`src/rtl/hz_pkg.sv`:
```
// Shared types for the hazard scoreboard: pipe entry, stage index,
// forwarding-select encoding and the forwarding-availability rule.
package hz_pkg;

  // Widest register address / stage index the scoreboard carries.
  // These cover NREG <= 64 and DEPTH <= 15.
  localparam int RD_W  = 6;
  localparam int STG_W = 4;

  typedef logic [RD_W-1:0]  reg_t;
  typedef logic [STG_W-1:0] stage_t;

  typedef struct packed {
    logic valid;
    logic we;
    logic ld;
    reg_t rd;
  } entry_t;

  // fwd_sel encoding: 0 reads the register file,
  // k selects the stage-k result bus.
  localparam stage_t FWD_RF = '0;

  function automatic int avail(
    input logic ld,
    input int   alu_lat,
    input int   load_lat
  );
    return ld ? load_lat : alu_lat;
  endfunction

endpackage

```
`src/rtl/hz_match.sv`:
```
// Per-operand priority matcher: youngest valid writer of rs wins.
// Ports: pipe entries, used, rs in; sel (stage or 0) and late out.
module hz_match
  import hz_pkg::*;
#(
  parameter int DEPTH    = 4,
  parameter int ALU_LAT  = 1,
  parameter int LOAD_LAT = 2
) (
  input  entry_t [DEPTH:1] pipe,
  input  logic             used,
  input  reg_t             rs,
  output stage_t           sel,
  output logic             late
);

  // Walk oldest to youngest so the lowest k is the last write.
  always_comb begin
    sel  = FWD_RF;
    late = 1'b0;
    for (int k = DEPTH; k >= 1; k--) begin
      if (pipe[k].valid && pipe[k].we && pipe[k].rd == rs) begin
        sel  = stage_t'(k);
        late = k < avail(pipe[k].ld, ALU_LAT, LOAD_LAT);
      end
    end
    if (!used) begin
      sel  = FWD_RF;
      late = 1'b0;
    end
  end

endmodule

```
`src/rtl/hazard_scoreboard.sv`:
```
// In-order hazard scoreboard: stall/bubble and forwarding selects for ID.
// Ports: clk, rst (async, active low), id_* instruction, flush in;
// stall, bubble, fwd_sel_rs1/rs2 out; stall_cycles when HAZ_STATS_EN.
module hazard_scoreboard
  import hz_pkg::*;
#(
  parameter int NREG     = 32,
  parameter int DEPTH    = 4,
  parameter int ALU_LAT  = 1,
  parameter int LOAD_LAT = 2,
  localparam int AW      = $clog2(NREG),
  localparam int SW      = $clog2(DEPTH + 1)
) (
  input  logic          clk,
  input  logic          rst,
  input  logic          id_valid,
  input  logic          id_rd_we,
  input  logic          id_is_load,
  input  logic [AW-1:0] id_rd,
  input  logic [AW-1:0] id_rs1,
  input  logic [AW-1:0] id_rs2,
  input  logic          id_rs1_used,
  input  logic          id_rs2_used,
  input  logic          flush,
  output logic          stall,
  output logic          bubble,
  output logic [SW-1:0] fwd_sel_rs1,
  output logic [SW-1:0] fwd_sel_rs2
`ifdef HAZ_STATS_EN
  ,
  output logic [31:0]   stall_cycles
`endif
);

  entry_t [DEPTH:1] pipe;
  entry_t           nxt;
  stage_t           sel1;
  stage_t           sel2;
  logic             late1;
  logic             late2;
  logic             hazard;
  logic             fwd_ok;

  hz_match #(
    .DEPTH   (DEPTH),
    .ALU_LAT (ALU_LAT),
    .LOAD_LAT(LOAD_LAT)
  ) u_rs1 (
    .pipe(pipe),
    .used(id_rs1_used),
    .rs  (reg_t'(id_rs1)),
    .sel (sel1),
    .late(late1)
  );

  hz_match #(
    .DEPTH   (DEPTH),
    .ALU_LAT (ALU_LAT),
    .LOAD_LAT(LOAD_LAT)
  ) u_rs2 (
    .pipe(pipe),
    .used(id_rs2_used),
    .rs  (reg_t'(id_rs2)),
    .sel (sel2),
    .late(late2)
  );

  assign hazard = late1 | late2;
  // Flush wins over stall: the squashed instruction needs no operands.
  assign stall  = id_valid & ~flush & hazard;
  assign bubble = id_valid & (flush | hazard);
  assign fwd_ok = id_valid & ~flush & ~hazard;

  assign fwd_sel_rs1 = fwd_ok ? SW'(sel1) : '0;
  assign fwd_sel_rs2 = fwd_ok ? SW'(sel2) : '0;

  // x0 writers never match, so clear we at entry.
  always_comb begin
    nxt = '0;
    if (id_valid && !stall && !flush) begin
      nxt.valid = 1'b1;
      nxt.we    = id_rd_we & (id_rd != '0);
      nxt.ld    = id_is_load;
      nxt.rd    = reg_t'(id_rd);
    end
  end

  // Advances every cycle; a stall releases as the producer ages.
  always_ff @(posedge clk or negedge rst) begin
    if (!rst) begin
      pipe <= '0;
    end else begin
      pipe[1] <= nxt;
      for (int k = 2; k <= DEPTH; k++) begin
        pipe[k] <= pipe[k-1];
      end
    end
  end

`ifdef HAZ_STATS_EN
  always_ff @(posedge clk or negedge rst) begin
    if (!rst) begin
      stall_cycles <= '0;
    end else if (stall && stall_cycles != '1) begin
      stall_cycles <= stall_cycles + 32'd1;
    end
  end
`endif

endmodule

```
`config.mk`:
```
export PLATFORM = sky130hd
export DESIGN_NAME = hazard_scoreboard
export DESIGN_NICKNAME = d
export VERILOG_FILES = /design/src/rtl/hz_pkg.sv /design/src/rtl/hz_match.sv /design/src/rtl/hazard_scoreboard.sv
export SDC_FILE = /design/constraint.sdc
export NUM_CORES = 1
export LEC_CHECK = 0
export BUFFER_PORTS_ARGS = -buffer_cell sky130_fd_sc_hd__buf_2
export CAP_MARGIN = 20
export CORE_MARGIN = 4
export CORE_UTILIZATION = 48
export DETAILED_ROUTE_END_ITERATION = 10
export PLACE_DENSITY = 0.75
export RECOVER_POWER = 25
export SLEW_MARGIN = 20
export SYNTH_ARGS = -nofsm -noshare
export SYNTH_HDL_FRONTEND = slang
export SYNTH_SLANG_ARGS = --single-unit
export TNS_END_PERCENT = 100
```
`constraint.sdc`:
```
create_clock -name clk -period 2.6 [get_ports clk]
set_input_delay 0.78 -clock clk [delete_from_list [all_inputs] [get_ports clk]]
set_output_delay 0.78 -clock clk [all_outputs]
set_load 0.05 [all_outputs]
```
==> run_results.csv <==
group,metric,value,unit
cells_and_area,most_frequent_cells_in_the_layout,"29 x sky130_fd_sc_hd__dfrtp_1, 16 x sky130_fd_sc_hd__buf_2, 15 x sky130_fd_sc_hd__xor2_1, 15 x sky130_fd_sc_hd__buf_4, 12 x sky130_fd_sc_hd__xnor2_1",
global_routing,grt_first_pass_wirelength,6270,um
timing,final-setup-viol-count,8,
logic_synthesis,syn-cell-area,0.00144,sq mm
die,initial_utilization,0.513,
clocking,cts-root-buf,"sky130_fd_sc_hd__clkbuf_4",
worst_setup_path,worstPathCellList,"buf_8 > xor2_2 > a2111oi_4 > nand4_2 > o211a_4 > a21boi_4 > buf_6",
cells_and_area,reg_top3,"pipe (29)",
clocking,cts_num_sinks,29,
logic_synthesis,ys_seq_elements,29,
clocking,clock_tree_from_tritoncts,"yes",
timing,rsz_0062_raised_after_global_routing,"yes",
clocking,clock_insertion_delay_worst_skew,0.32,ns
detailed_routing,vias,1159,
detailed_routing,wl_met2,2160,um
logic_synthesis,synth.area.top_cells,"sky130_fd_sc_hd__dfrtp_1 50%, sky130_fd_sc_hd__xor2_1 15%, sky130_fd_sc_hd__xnor2_1 7.9%",
hold_path,holdCritPathClass,"register to register",
pwr,share_clk_of_total_power,0.276,
die,design.die.area,0.00394,sq mm
timing,final-max-slew-violation-count,0,
detailed_routing,wirelength,3860,um
global_routing,grt_pass1_vias,1312,
detailed_routing,maxUsedRoutingLayer,"met4",
die,chipHeight,62.8,um
die,placementRows,19,
place,place.detailed.hpwl,2710,um
timing,final.hold.worst_slack,0.381,ns
timing,hold_viol_final,0,
cells_and_area,finish.cell_count_without_fillers,210,
die,core-area,0.00281,sq mm
die,floorplan.die.width,62.8,um
detailed_routing,drtIter0Drc,43,
timing,fin_crit_sh,1.13,
timing,max_freq,340,MHz
worst_setup_path,critical_path.max_stage_delay,0.40,ns
clocking,cts_made_buffers,5,
worst_setup_path,crit_path_start_kind,"primary input",
run,drv.max_cap_violation_count,0,
cells_and_area,drive_above_1_share,0.525,
logic_synthesis,syn_avg_cell_area,11.6,sq um
pwr,share_of_total_power_consumed_by_net_switching,0.279,
global_routing,grt_antenna_before_repair,0,
pwr,total_leakage_power,1.06,nW
cells_and_area,largest_register_ffs,29,
pwr,combPwrFrac,0.192,
cells_and_area,antenna_cells_inserted,0,
pwr,sequential_group_share_of_total_power,0.532,
cells_and_area,layout_commonest_cell,"sky130_fd_sc_hd__dfrtp_1",
pwr,power_per_cell_area,412,mW/mm^2
timing,tightestPinTransition,0.625,ns
cells_and_area,post_layout_nets,201,
clocking,number_of_buffers_between_clock_root_and_the_deepest_sink,2,
timing,setup_ws,-0.340,ns
cells_and_area,largest_register,"pipe",
global_routing,gr-total-overflow,0,
pwr,power.ir.vdd_worst,333,uV
logic_synthesis,syn_warnings,0,
logic_synthesis,postSynthCellCount,124,
detailed_routing,detailedRoute.firstPassIterationCount,4,
pwr,switching_power,257,uW
detailed_routing,m1WireLength,1420,um
logic_synthesis,synthDominantAreaCellType,"sky130_fd_sc_hd__dfrtp_1",
clocking,cts_hold_buffers,0,
worst_setup_path,worstPathMaxFanout,4,
clocking,worst_setup_hold_path_clk_slew,0.09,ns
clocking,cts_max_level,2,
worst_setup_path,worst_ep_arrival_time,2.16,ns
detailed_routing,detailroute.wirelength.met3,191,um
logic_synthesis,synthDistinctLibCells,26,
timing,fin_tns_setup,-2.27,ns
place,placed_cells_incl_taps,198,
timing,clock_skew,0.00589,ns
logic_synthesis,synth_top_area_frac,0.504,
global_routing,grt_util_all_layers,0.213,
detailed_routing,antenna_left,0,
run_status,violations,"setup timing",
logic_synthesis,register_area_share_after_synthesis,0.504,
run_status,status,"complete, but fails checks",
global_routing,grt_max_degree,30,
timing,finalCriticalPeriod,2.94,ns
worst_setup_path,cell_type_group_with_the_largest_total_delay_on_the_critical_path,"compound AO/OA/AOI/OAI gates",
pwr,cell_internal_power_dissipation,663,uW
worst_setup_path,cp.buffers_inverters,2,
die,io_pins,31,
cells_and_area,syn2layout_area_growth,55.0,%
logic_synthesis,synth_nets,147,
place,gp_routability_congestion,0.784,
place,place.port_buffers,30,
detailed_routing,routedWlPerCell,18.4,um
worst_setup_path,worst_path_max_delay_cell,"sky130_fd_sc_hd__a2111oi_4",
worst_setup_path,setup.worst_path.end_class,"primary output",
worst_setup_path,critical_path_class,"primary input to primary output",
detailed_routing,remaining_drc_errors,0,
worst_setup_path,worst-endpoint-required,1.82,ns
detailed_routing,post_drt_via_cell_ratio,5.52,
timing,timing.slew.headroom,0.583,
-- final timing paths --
check | start | end | slack, ns | cells past startpoint
min in group asynchronous | rst | pipe[18] | 0.47 | 1
worst min-delay path | pipe[25] | pipe[34] | 0.38 | 0
worst max-delay path | id_rs1[1] | fwd_sel_rs1[0] | -0.34 | 7
worst min register to register | pipe[25] | pipe[34] | 0.38 | 0
max in group asynchronous | rst | pipe[9] | 1.73 | 1
worst max register to register | pipe[1] | pipe[1] | 0.58 | 7
-- worst register-to-register path, stage by stage (launching register included) --
cell	delay [ns]
sky130_fd_sc_hd__dfrtp_1	0.48
sky130_fd_sc_hd__xor2_2	0.20
sky130_fd_sc_hd__a2111oi_4	0.40
sky130_fd_sc_hd__nand4_2	0.21
sky130_fd_sc_hd__o211a_4	0.21
sky130_fd_sc_hd__buf_4	0.13
sky130_fd_sc_hd__buf_4	0.15
sky130_fd_sc_hd__and2_1	0.15
-- cells by family after synthesis --
family / synth area share
xor+xnor: 0.225
buf+inv: 0.0157
simple gates: 0.166
flops: 0.504
compound gates: 0.0887
-- metal layers --
layer,up-vias,GRT usage
met1,587,0.221
met4,0,0.0964
li1,535,-
met3,8,0.0665
met2,29,0.389
met5,-,0
-- timing repair --
item	4_1_cts	5_1_grt
gates cloned	0	0
gates resized for setup	39	19
pin swaps	8	12
setup buffers	3	1
endpoints found under the setup margin	8	8
-- through the flow --
step / setup WS [ns] / power [mW] / instance area [sq um] / util
6_report: -0.340 / 0.920 / 2230 / 0.795
5_1_grt: -0.417 / 0.968 / 2230 / 0.795
4_1_cts: -0.344 / 0.907 / 2120 / 0.757
3_5_place_dp: -0.491 / 0.637 / 1890 / 0.675
3_3_place_gp: -0.447 / 0.631 / 1890 / 0.675
2_1_floorplan: -0.231 / 0.563 / 1610 / -
-- cell type report --
type	instances	area [sq um]
inverters	6	35.0
repair buffers	47	389
fillers	165	574
well taps	31	38.8
flip-flops and latches	29	726
multi-input cells	89	993
clock buffers	8	48.8
-- synthesized netlist by cell type --
cell type	number
sky130_fd_sc_hd__a2111oi_4	1
sky130_fd_sc_hd__a21boi_0	1
sky130_fd_sc_hd__a21oi_1	4
sky130_fd_sc_hd__a221oi_2	1
sky130_fd_sc_hd__and2_1	5
sky130_fd_sc_hd__and2_4	1
sky130_fd_sc_hd__dfrtp_1	29
sky130_fd_sc_hd__inv_1	6
sky130_fd_sc_hd__nand2_1	5
sky130_fd_sc_hd__nand3_1	5
sky130_fd_sc_hd__nand4_1	8
sky130_fd_sc_hd__nand4_2	1
sky130_fd_sc_hd__nor2_1	2
sky130_fd_sc_hd__nor2b_1	2
sky130_fd_sc_hd__nor3_1	3
sky130_fd_sc_hd__nor4_1	4
sky130_fd_sc_hd__nor4bb_1	2
sky130_fd_sc_hd__o2111ai_1	1
sky130_fd_sc_hd__o211a_4	1
sky130_fd_sc_hd__o221a_2	1
sky130_fd_sc_hd__o311a_2	1
sky130_fd_sc_hd__o31a_1	1
sky130_fd_sc_hd__or2_2	1
sky130_fd_sc_hd__or3_1	1
sky130_fd_sc_hd__xnor2_1	13
sky130_fd_sc_hd__xor2_1	24
-- power groups by stage --
stage / Sequential (mW) / Combinational [mW] / Clock (mW)
after floorplan: 0.492 / 0.0711 / 0
after global placement: 0.494 / 0.137 / 0
after detailed placement: 0.496 / 0.142 / 0
after CTS: 0.487 / 0.159 / 0.260
after global routing: 0.493 / 0.192 / 0.284
final: 0.490 / 0.176 / 0.254
(Power assumes the default switching activity.)
